<file path="src/rtl/sigma_delta_parallel_if.sv">
// Sample-in / bitstream-out handshake bundle for sigma_delta_parallel.
// Both sides use valid/ready: a transfer happens on a rising clk edge where valid && ready; valid never waits on ready.
interface sigma_delta_parallel_if #(
  parameter int WIDTH  = 8,
  parameter int OUTLEN = 16
);
  logic signed [WIDTH-1:0]  inData;
  logic                     inValid;
  logic                     inReady;
  logic        [OUTLEN-1:0] outData;
  logic                     outValid;
  logic                     outReady;

  modport master (
    output inData, inValid, outReady,
    input  inReady, outData, outValid
  );

  modport slave (
    input  inData, inValid, outReady,
    output inReady, outData, outValid
  );
endinterface

</file>
<file path="src/rtl/sigma_delta_parallel.sv">
// First-order sigma-delta modulator emitting OUTLEN bits per clock from one signed WIDTH-bit sample.
// Optional dither LFSR is built when SIGMA_DELTA_DITHER_EN is defined.
module sigma_delta_parallel #(
  parameter int WIDTH  = 8,
  parameter int OUTLEN = 16,
  parameter int UCNT_W = 8
) (
  input  logic                  clk,
  input  logic                  rst_n,
  input  logic                  en,
  sigma_delta_parallel_if.slave bus,
  output logic [UCNT_W-1:0]     underrun
);

  function automatic logic [OUTLEN-1:0] alt_word();
    logic [OUTLEN-1:0] w;
    w = '0;
    for (int k = 0; k < OUTLEN; k++) w[k] = k[0];
    return w;
  endfunction

  localparam logic [OUTLEN-1:0] RESET_WORD = alt_word();

  logic [WIDTH-1:0]  acc;
  logic [WIDTH-1:0]  hold;
  logic [WIDTH-1:0]  x;
  logic [WIDTH-1:0]  u;
  logic [WIDTH-1:0]  a0;
  logic [WIDTH-1:0]  acc_next;
  logic [OUTLEN-1:0] word;
  logic              gen;

  // A new word is produced whenever the output register is free or being emptied this edge.
  assign gen         = en && (!bus.outValid || bus.outReady);
  assign bus.inReady = gen;

  assign x = bus.inValid ? bus.inData : hold;
  assign u = {~x[WIDTH-1], x[WIDTH-2:0]};

`ifdef SIGMA_DELTA_DITHER_EN
  logic [15:0] lfsr;

  always_ff @(posedge clk or negedge rst_n) begin
    if (!rst_n) begin
      lfsr <= 16'hACE1;
    end else if (gen) begin
      lfsr <= {lfsr[14:0], lfsr[15] ^ lfsr[13] ^ lfsr[12] ^ lfsr[10]};
    end
  end

  assign a0 = acc ^ {{(WIDTH-1){1'b0}}, lfsr[0]};
`else
  assign a0 = acc;
`endif

  // Unrolled accumulate chain: each carry out of the WIDTH-bit add is one output bit.
  always_comb begin
    logic [WIDTH-1:0] a;
    logic [WIDTH:0]   sum;
    a        = a0;
    sum      = '0;
    word     = '0;
    for (int k = 0; k < OUTLEN; k++) begin
      sum     = {1'b0, a} + {1'b0, u};
      word[k] = sum[WIDTH];
      a       = sum[WIDTH-1:0];
    end
    acc_next = a;
  end

  always_ff @(posedge clk or negedge rst_n) begin
    if (!rst_n) begin
      acc          <= '0;
      hold         <= '0;
      bus.outData  <= RESET_WORD;
      bus.outValid <= 1'b0;
      underrun     <= '0;
    end else if (gen) begin
      acc          <= acc_next;
      bus.outData  <= word;
      bus.outValid <= 1'b1;
      if (bus.inValid) begin
        hold <= bus.inData;
      end else if (underrun != {UCNT_W{1'b1}}) begin
        underrun <= underrun + 1'b1;
      end
    end else if (bus.outValid && bus.outReady) begin
      bus.outValid <= 1'b0;
    end
  end

endmodule

</file>
<file path="src/flat_wrapper.sv">
// flat-port wrapper written by rule: the top's interface ports become plain ports
module sigma_delta_parallel_flat 
#(
  parameter int WIDTH  = 8,
  parameter int OUTLEN = 16,
  parameter int UCNT_W = 8
)
  (clk, rst_n, en, underrun, bus_inData, bus_inValid, bus_outReady, bus_inReady, bus_outData, bus_outValid);
  sigma_delta_parallel_if #(.WIDTH(WIDTH), .OUTLEN(OUTLEN)) bus_i ();
  input  logic clk;
  input  logic rst_n;
  input  logic en;
  output logic [UCNT_W-1:0] underrun;
  input wire logic [$bits(bus_i.inData)-1:0] bus_inData;
  input wire logic [$bits(bus_i.inValid)-1:0] bus_inValid;
  input wire logic [$bits(bus_i.outReady)-1:0] bus_outReady;
  output wire logic [$bits(bus_i.inReady)-1:0] bus_inReady;
  output wire logic [$bits(bus_i.outData)-1:0] bus_outData;
  output wire logic [$bits(bus_i.outValid)-1:0] bus_outValid;
  assign bus_i.inData = bus_inData;
  assign bus_i.inValid = bus_inValid;
  assign bus_i.outReady = bus_outReady;
  assign bus_inReady = bus_i.inReady;
  assign bus_outData = bus_i.outData;
  assign bus_outValid = bus_i.outValid;
  sigma_delta_parallel #(.WIDTH(WIDTH), .OUTLEN(OUTLEN), .UCNT_W(UCNT_W)) u_core (.clk(clk), .rst_n(rst_n), .en(en), .bus(bus_i), .underrun(underrun));
endmodule
</file>
<file path="config.mk">
export PLATFORM = sky130hd
export DESIGN_NAME = sigma_delta_parallel_flat
export DESIGN_NICKNAME = d
export VERILOG_FILES = /design/src/rtl/sigma_delta_parallel_if.sv /design/src/rtl/sigma_delta_parallel.sv /design/src/flat_wrapper.sv
export SDC_FILE = /design/constraint.sdc
export NUM_CORES = 1
export LEC_CHECK = 0
export ABC_AREA = 0
export CAP_MARGIN = 10
export CORE_ASPECT_RATIO = 0.8
export CORE_MARGIN = 10
export CORE_UTILIZATION = 52
export DETAILED_ROUTE_END_ITERATION = 7
export HOLD_SLACK_MARGIN = 0.05
export PLACE_DENSITY = 0.79
export SLEW_MARGIN = 20
export SYNTH_ARGS = -nofsm -noshare
export SYNTH_HDL_FRONTEND = slang
export SYNTH_SLANG_ARGS = --single-unit
</file>
<file path="constraint.sdc">
create_clock -name clk -period 15.4 [get_ports clk]
set_clock_uncertainty 0.15 [all_clocks]
set_input_delay 4.62 -clock clk [delete_from_list [all_inputs] [get_ports clk]]
set_output_delay 4.62 -clock clk [all_outputs]
set_load 0.02 [all_outputs]
</file>
Word level (Yosys, flattened, before mapping)
Index checks and enable logic that the tools add are counted.
{ "word_totals": {"regBits": 41, "latchBits": 0, "ram_bits": 0, "romBits": 0, "in_bits": 13, "output_inout_bits": 26, "word_cells": 34, "n_memories": 0} }
{ "op_classes": {"n_addsub": 17, "n_mul": 0, "n_div": 0, "order_cmp": 0, "eq_ne": 1, "shifts": 0, "n_mux": 3, "bitwise_logic": 2, "n_reduce_logical": 6} }
{ "ops": {"columns": ["operator", "n"], "rows": [
  ["adder 8 x 8 -> 9 bit", 16],
  ["adder 8 x 1 -> 8 bit (second input constant)", 1],
  ["2-to-1 mux 8 bit", 1],
  ["!= test 8 bit (second input constant)", 1],
  ["AND reduction 3 bit", 1],
  ["logical AND 1 bit", 2],
  ["2-to-1 mux 1 bit", 2],
  ["NOT 1 bit", 2],
  ["nonzero test 2 bit", 1],
  ["logical NOT 1 bit", 1],
  ["logical OR 1 bit", 1]
]} }

Longest topological paths before layout
Gate-level depths: netlist of the first run.
{ "depth": {"depth_word": 18, "depth_mapped": 68, "mapped_depth_nobuf": 67} }

Worst setup path before layout of the first run
Ideal clock, no wire load.
{ "synth_path": {"path_kind": "input to register", "from": "input port bus_inValid", "to": "register u_core.acc[7], in the netlist u_core.a0[7]", "setup_time_ns": 0.135, "t_arrival_ns": 18.266, "t_required_ns": 15.115, "setup_slack_ns": -3.152, "cell_stages": 65, "n_path_buf": 1, "path_cell_list": "buf_2 mux2i_1 inv_1 fa_1 nand2_1 nand2_1 a21oi_1 xnor2_1 ha_1 o21a_1 o31a_1 a21oi_1 ha_1 o21a_1 o31ai_1 a21boi_0 ha_1 o21a_1 [29 not listed] xnor2_1 ha_1 and3_1 a221o_1 or2_2 xor2_1 ha_1 o21a_1 o31a_1 a21oi_1 ha_1 o21a_1 o31a_1 a21oi_1 ha_1 a31oi_1 xor2_1 o21ai_0"} }
{ "synth_between": {"word_cells_on_any_way": 18, "cone_classes": "add/sub (16); mux (1); bitwise (1)"} }
{ "synth_rtl": {"columns": ["item", "line", "rtl"], "rows": [
  ["from (decl)", "flat_wrapper.sv:15", "input wire logic [$bits(bus_i.inValid)-1:0] bus_inValid;"],
  ["2-to-1 mux 8 bit *", null, null],
  ["net u_core.u[1]", "sigma_delta_parallel.sv:27", "logic [WIDTH-1:0] u;"],
  ["adder 8 x 8 -> 9 bit (15 in a row)", "sigma_delta_parallel.sv:64", "sum = {1'b0, a} + {1'b0, u};"],
  ["adder 8 x 8 -> 9 bit *", "sigma_delta_parallel.sv:64", null],
  ["to (signal assigned)", "sigma_delta_parallel.sv:79", "acc <= acc_next;"],
  ["to (decl)", "sigma_delta_parallel.sv:24", "logic [WIDTH-1:0] acc;"]
]} }
The timed path passes the listed nets; every way through them passes the cells marked *.
A chain may end at the register's enable or synchronous reset.

Worst setup path after layout of the first run
{ "layout_path": {"from": "input port bus_inData[1]", "to": "register u_core.acc[7], in the netlist u_core.a0[7]"} }
{ "layout_between": {"elab_chain_len": 17} }
{ "layout_rtl": {"columns": ["item", "line", "rtl"], "rows": [
  ["from (decl)", "flat_wrapper.sv:14", "input wire logic [$bits(bus_i.inData)-1:0] bus_inData;"],
  ["2-to-1 mux 8 bit *", null, null],
  ["net u_core.u[1]", "sigma_delta_parallel.sv:27", null],
  ["adder 8 x 8 -> 9 bit (15 in a row)", "sigma_delta_parallel.sv:64", null],
  ["adder 8 x 8 -> 9 bit *", "sigma_delta_parallel.sv:64", null]
]} }
Marks and branches as above.

==> run summary, run 1 <==
After clock tree synthesis, the clock-pin slew on the worst setup and hold paths is 0.08 ns. After detailed routing, the number of remaining DRC violations is 0. The minimum clock period after layout is 16.80 ns.

For the critical path arrival, the log shows 16.83 ns. For the final routed database, the setup TNS stands at -6.94 ns. The initial utilization of the core area, before any placement, comes to 53.6%. Number of buffers inserted during clock tree synthesis: 5.

The dominant combinational cell family by area after synthesis is adder cells. In the post-synthesis netlist, the biggest area contributors are sky130_fd_sc_hd__ha_1 24%, sky130_fd_sc_hd__dfrtp_1 13%, sky130_fd_sc_hd__xnor2_1 8.0%, sky130_fd_sc_hd__fa_1 5.1%, sky130_fd_sc_hd__nor2_1 4.6%. The most used flip-flop cell after synthesis was sky130_fd_sc_hd__dfrtp_1.

During synthesis, Yosys emitted a total of 0 warnings. For this run, the post-layout net count is 1108. The worst register-to-register path has a depth of 64. The total area inside the core boundary comes to 0.0116 mm². The tightest min-delay check is of the reg2reg type. The share of synthesized area in the top cell type comes to 23.5%. The floorplan has 35 rows. The worst-path maximum fanout works out to 5.

The finished cells cover 0.00882 mm². The biggest area contributor in the post-synthesis netlist is sky130_fd_sc_hd__ha_1. The checks that failed: negative setup slack.

Required time at the endpoint of the critical path: 15.44 ns. The count of pins over their slew limit was 0. The library cell contributing the largest single delay on the critical path was sky130_fd_sc_hd__ha_1. The first detailed-routing pass took 5 iterations. Sequential elements use 16.6% of the synthesized area.

The number of design-rule violations left by the first detailed-router iteration was 479. TritonCTS built the clock tree. The total of buffers placed on input and output ports is 38.

Routability-driven placement finished with a final weighted congestion of 0.878. Summing the areas of all compound-gate instances in the mapped netlist gives 22.7% of the synthesized area. The number of flip-flops and latches in the synthesized netlist was 41; the number of synthesized flops with an enable pin was 0. Across the run, the number of max-cap violations was 0. Summing all multi-input logic gate instances after layout gives 0.00539 mm². CTS saw 41 sinks.

For the number of H-tree branching levels, the log shows 2. 39 I/O pins were placed. The HPWL after detailed placement is 13500 µm. The filler cells instantiated in the layout total 711. The total via count after detailed routing came out at 6752. The run gives 32300 µm as the global-route wire length before repair.

The critical path starts at bus_inData[1]. Antenna violation net count after detailed routing: 0. After synthesis, the netlist uses 45 different library cells.

In this run the cell area measured after placement is 0.00796 mm². 0 antenna diodes ended up in the layout. The final wirelength is 21600 µm, and the total die area is 0.0168 mm². The post-synthesis async set-or-reset flop share was 100%. Final hold violation count: 0.

In this run the tightest slew margin relative to its limit is 52.6%. The most critical setup path has its endpoint at u_core.a0[7]. The insertion delay to the later sink of the worst-skew pair is 0.31 ns. The logs give -1.40 ns for the slack of the critical path and 0 for the number of antenna violations at the first check in global routing.

In this design, the stage delay of the slowest critical-path cell is 0.37 ns. At the pin with the least slew margin, the transition time is 0.710 ns. Routed via count divided by cell count: 6.08. Counting stages on the worst path, the most repeated cell is sky130_fd_sc_hd__ha_1. The setup-violating endpoint count in the final report was 7; the maximum clock path buffer count was 2.

The area growth from synthesis to layout is 41.7%. The run gives 2.68 ns as the setup slack of the most critical reg-to-reg path. Of the available clock period, the critical path in the final layout requires 109%. The run finished, with violations left. Setup repair after global routing could not meet its margin everywhere. The ratio of cells with drive above 1 in the final layout is 31.9%, and the cell area after synthesis is 0.00622 mm².

The critical path capture point type was a register. The portion of netlist area occupied by mux cells was 3.14%. Clock tree synthesis selected as its root buffer the cell sky130_fd_sc_hd__clkbuf_16. From bottom edge to top edge, the die measures 118 µm.

Buffers inserted to repair hold after CTS numbered 0. The number of nets produced by synthesis was 876; the wire length per cell after detailed routing was 19.4 µm. The post-synthesis simple-gate area fraction works out to 14.5%. The tools report the fmax as 59.5 MHz.

The sequential cell area in the final layout is 0.00104 mm², and the via count of the first global-routing pass is 6892. The launch instance of the worst register-to-register path was u_core.hold[0]. For the total global-route track usage, the log shows 22.7%. The launching element type of the critical path was an input pin.

Entering global routing, the biggest net connects 42 pins. Summing the areas of all xor and xnor instances in the mapped netlist gives 11.3% of the synthesized area. Summed over all layers, the global routing overflow is 0. The gate count of the mapped netlist came out at 730. The worst register-to-register path ends at u_core.a0[7]. The type of the worst setup path is in2reg. In this run the mean area of a mapped cell was 8.52 µm². The adder-cell share of the synthesized area was 28.7%. The floorplan step set the die width to 142 µm.
==> area by class of cell <==
class | instances | area share (%)
multi-input cells | 643 | 61.1
repair buffers | 234 | 21.2
flip-flops and latches | 41 | 11.7
well taps | 148 | 2.10
inverters | 37 | 1.62
clock buffers | 5 | 1.42
clock inverters | 3 | 0.780
==> Yosys cell counts (8+ instances only) <==
library cell                 n
sky130_fd_sc_hd__o211ai_1   12
sky130_fd_sc_hd__o21bai_1   10
sky130_fd_sc_hd__xnor2_1    57
sky130_fd_sc_hd__o21ai_0    55
sky130_fd_sc_hd__a31oi_1     9
sky130_fd_sc_hd__o21a_1     19
sky130_fd_sc_hd__dfrtp_1    33
sky130_fd_sc_hd__nand3_1    21
sky130_fd_sc_hd__nor2b_1    13
sky130_fd_sc_hd__xor2_1     23
sky130_fd_sc_hd__nand2_1    34
sky130_fd_sc_hd__a211oi_1   10
sky130_fd_sc_hd__nand2b_1    9
sky130_fd_sc_hd__nor3_1     12
sky130_fd_sc_hd__and3_1      9
sky130_fd_sc_hd__inv_1      36
sky130_fd_sc_hd__ha_1      117
sky130_fd_sc_hd__o31a_1     12
sky130_fd_sc_hd__a21o_1      9
sky130_fd_sc_hd__a21oi_1    54
sky130_fd_sc_hd__fa_1       16
sky130_fd_sc_hd__mux2_2     12
sky130_fd_sc_hd__nor2_1     76
sky130_fd_sc_hd__dfstp_2     8
==> worst max-delay path: cells and delay by family <==
| kind | cells | cell delay [ns] |
|---|---|---|
| AO/OA/AOI/OAI | 36 | 5.07 |
| adder cells (fa/ha/maj) | 16 | 4.79 |
| XOR/XNOR | 6 | 0.91 |
| buffers and inverters | 5 | 0.77 |
| AND/OR/NAND/NOR | 2 | 0.45 |
| multiplexers | 1 | 0.18 |
==> repair_timing <==
action	in CTS	in global routing
setup buffers	21	21
pin swaps	53	58
setup endpoints to repair	8	8
hold endpoints to repair	0	0
gates resized for setup	54	40
==> routing by layer <==
layer | GRT usage (%) | vias up | share of wire [%]
li1 | - | 3141 | -
met1 | 25.6 | 3230 | 39
met2 | 40.5 | 284 | 50
met3 | 3.55 | 97 | 6.3
met4 | 10.3 | 0 | 4.5
met5 | 0 | - | 0
==> cell usage in the layout (no fill, tap or decap), types with 12 or more instances in the layout <==
cell type / synthesis / routed
sky130_fd_sc_hd__buf_4: 0 / 191
sky130_fd_sc_hd__ha_1: 117 / 110
sky130_fd_sc_hd__nor2_1: 76 / 65
sky130_fd_sc_hd__xnor2_1: 57 / 52
sky130_fd_sc_hd__o21ai_0: 55 / 45
sky130_fd_sc_hd__a21oi_1: 54 / 40
sky130_fd_sc_hd__inv_1: 36 / 35
sky130_fd_sc_hd__clkdlybuf4s50_1: 0 / 33
sky130_fd_sc_hd__dfrtp_1: 33 / 33
sky130_fd_sc_hd__nand2_1: 34 / 32
sky130_fd_sc_hd__xor2_1: 23 / 22
sky130_fd_sc_hd__nand3_1: 21 / 20
sky130_fd_sc_hd__o21a_1: 19 / 19
sky130_fd_sc_hd__a21oi_2: 3 / 15
sky130_fd_sc_hd__fa_1: 16 / 14
sky130_fd_sc_hd__o211ai_1: 12 / 12
sky130_fd_sc_hd__nor2b_1: 13 / 12
sky130_fd_sc_hd__o31a_1: 12 / 12
==> logic make-up (layout without fill, tap and decap cells) <==
group           after synthesis  in the layout
compound gates              218            218
buf+inv                      46            279
mux                          18             18
simple gates                194            194
xor+xnor                     80             80
flops                        41             41
fa+ha+maj                   133            133
==> state kept, by name, summed over array words and instances (netlist names) <==
register and cells:
u_core.a0 8, u_core.bus.outData 16, u_core.bus.outValid 1, u_core.hold 8, u_core.underrun 8
==> worst min path at each step <==
stage	from	endpoint	slack, ns	depth (start not counted)
2_1_floorplan	u_core.hold[0]	u_core.hold[0]	0.29	2
3_3_place_gp	u_core.hold[0]	u_core.hold[0]	0.31	2
3_5_place_dp	u_core.bus.outData[5]	u_core.bus.outData[5]	0.34	2
4_1_cts	u_core.underrun[5]	u_core.underrun[5]	0.35	1
5_1_grt	u_core.hold[6]	u_core.hold[6]	0.38	1
6_report	u_core.bus.outData[5]	u_core.bus.outData[5]	0.36	2
==> per-stage QoR <==
step / utilization [%] / std cells / hold WS, ns / setup slack, ns
after floorplan: - / 730 / 0.292 / -1.78
after global placement: 68.6 / 1061 / 0.312 / -1.27
after detailed placement: 68.6 / 1061 / 0.342 / -1.85
after CTS: 72.8 / 1090 / 0.354 / -0.748
after global routing: 76.0 / 1111 / 0.379 / -1.91
final: 76.0 / 1111 / 0.355 / -1.40
Power of run 1 is left out: the tool's default activity adds up to more than one toggle a clock period on the data nets, which glitch-free logic cannot reach.
==> run 2, diff against run 1 <==
--- a/config.mk
+++ b/config.mk
@@ -6,6 +6,7 @@
 export NUM_CORES = 1
 export LEC_CHECK = 0
 export ABC_AREA = 0
+export ABC_CLOCK_PERIOD_IN_PS = 15400
 export CAP_MARGIN = 10
 export CORE_ASPECT_RATIO = 0.8
 export CORE_MARGIN = 10
==> results of run 2 <==
The final DEF is identical to that of run 1; final timing and power are the same.
Power of run 2 is left out for the same reason.
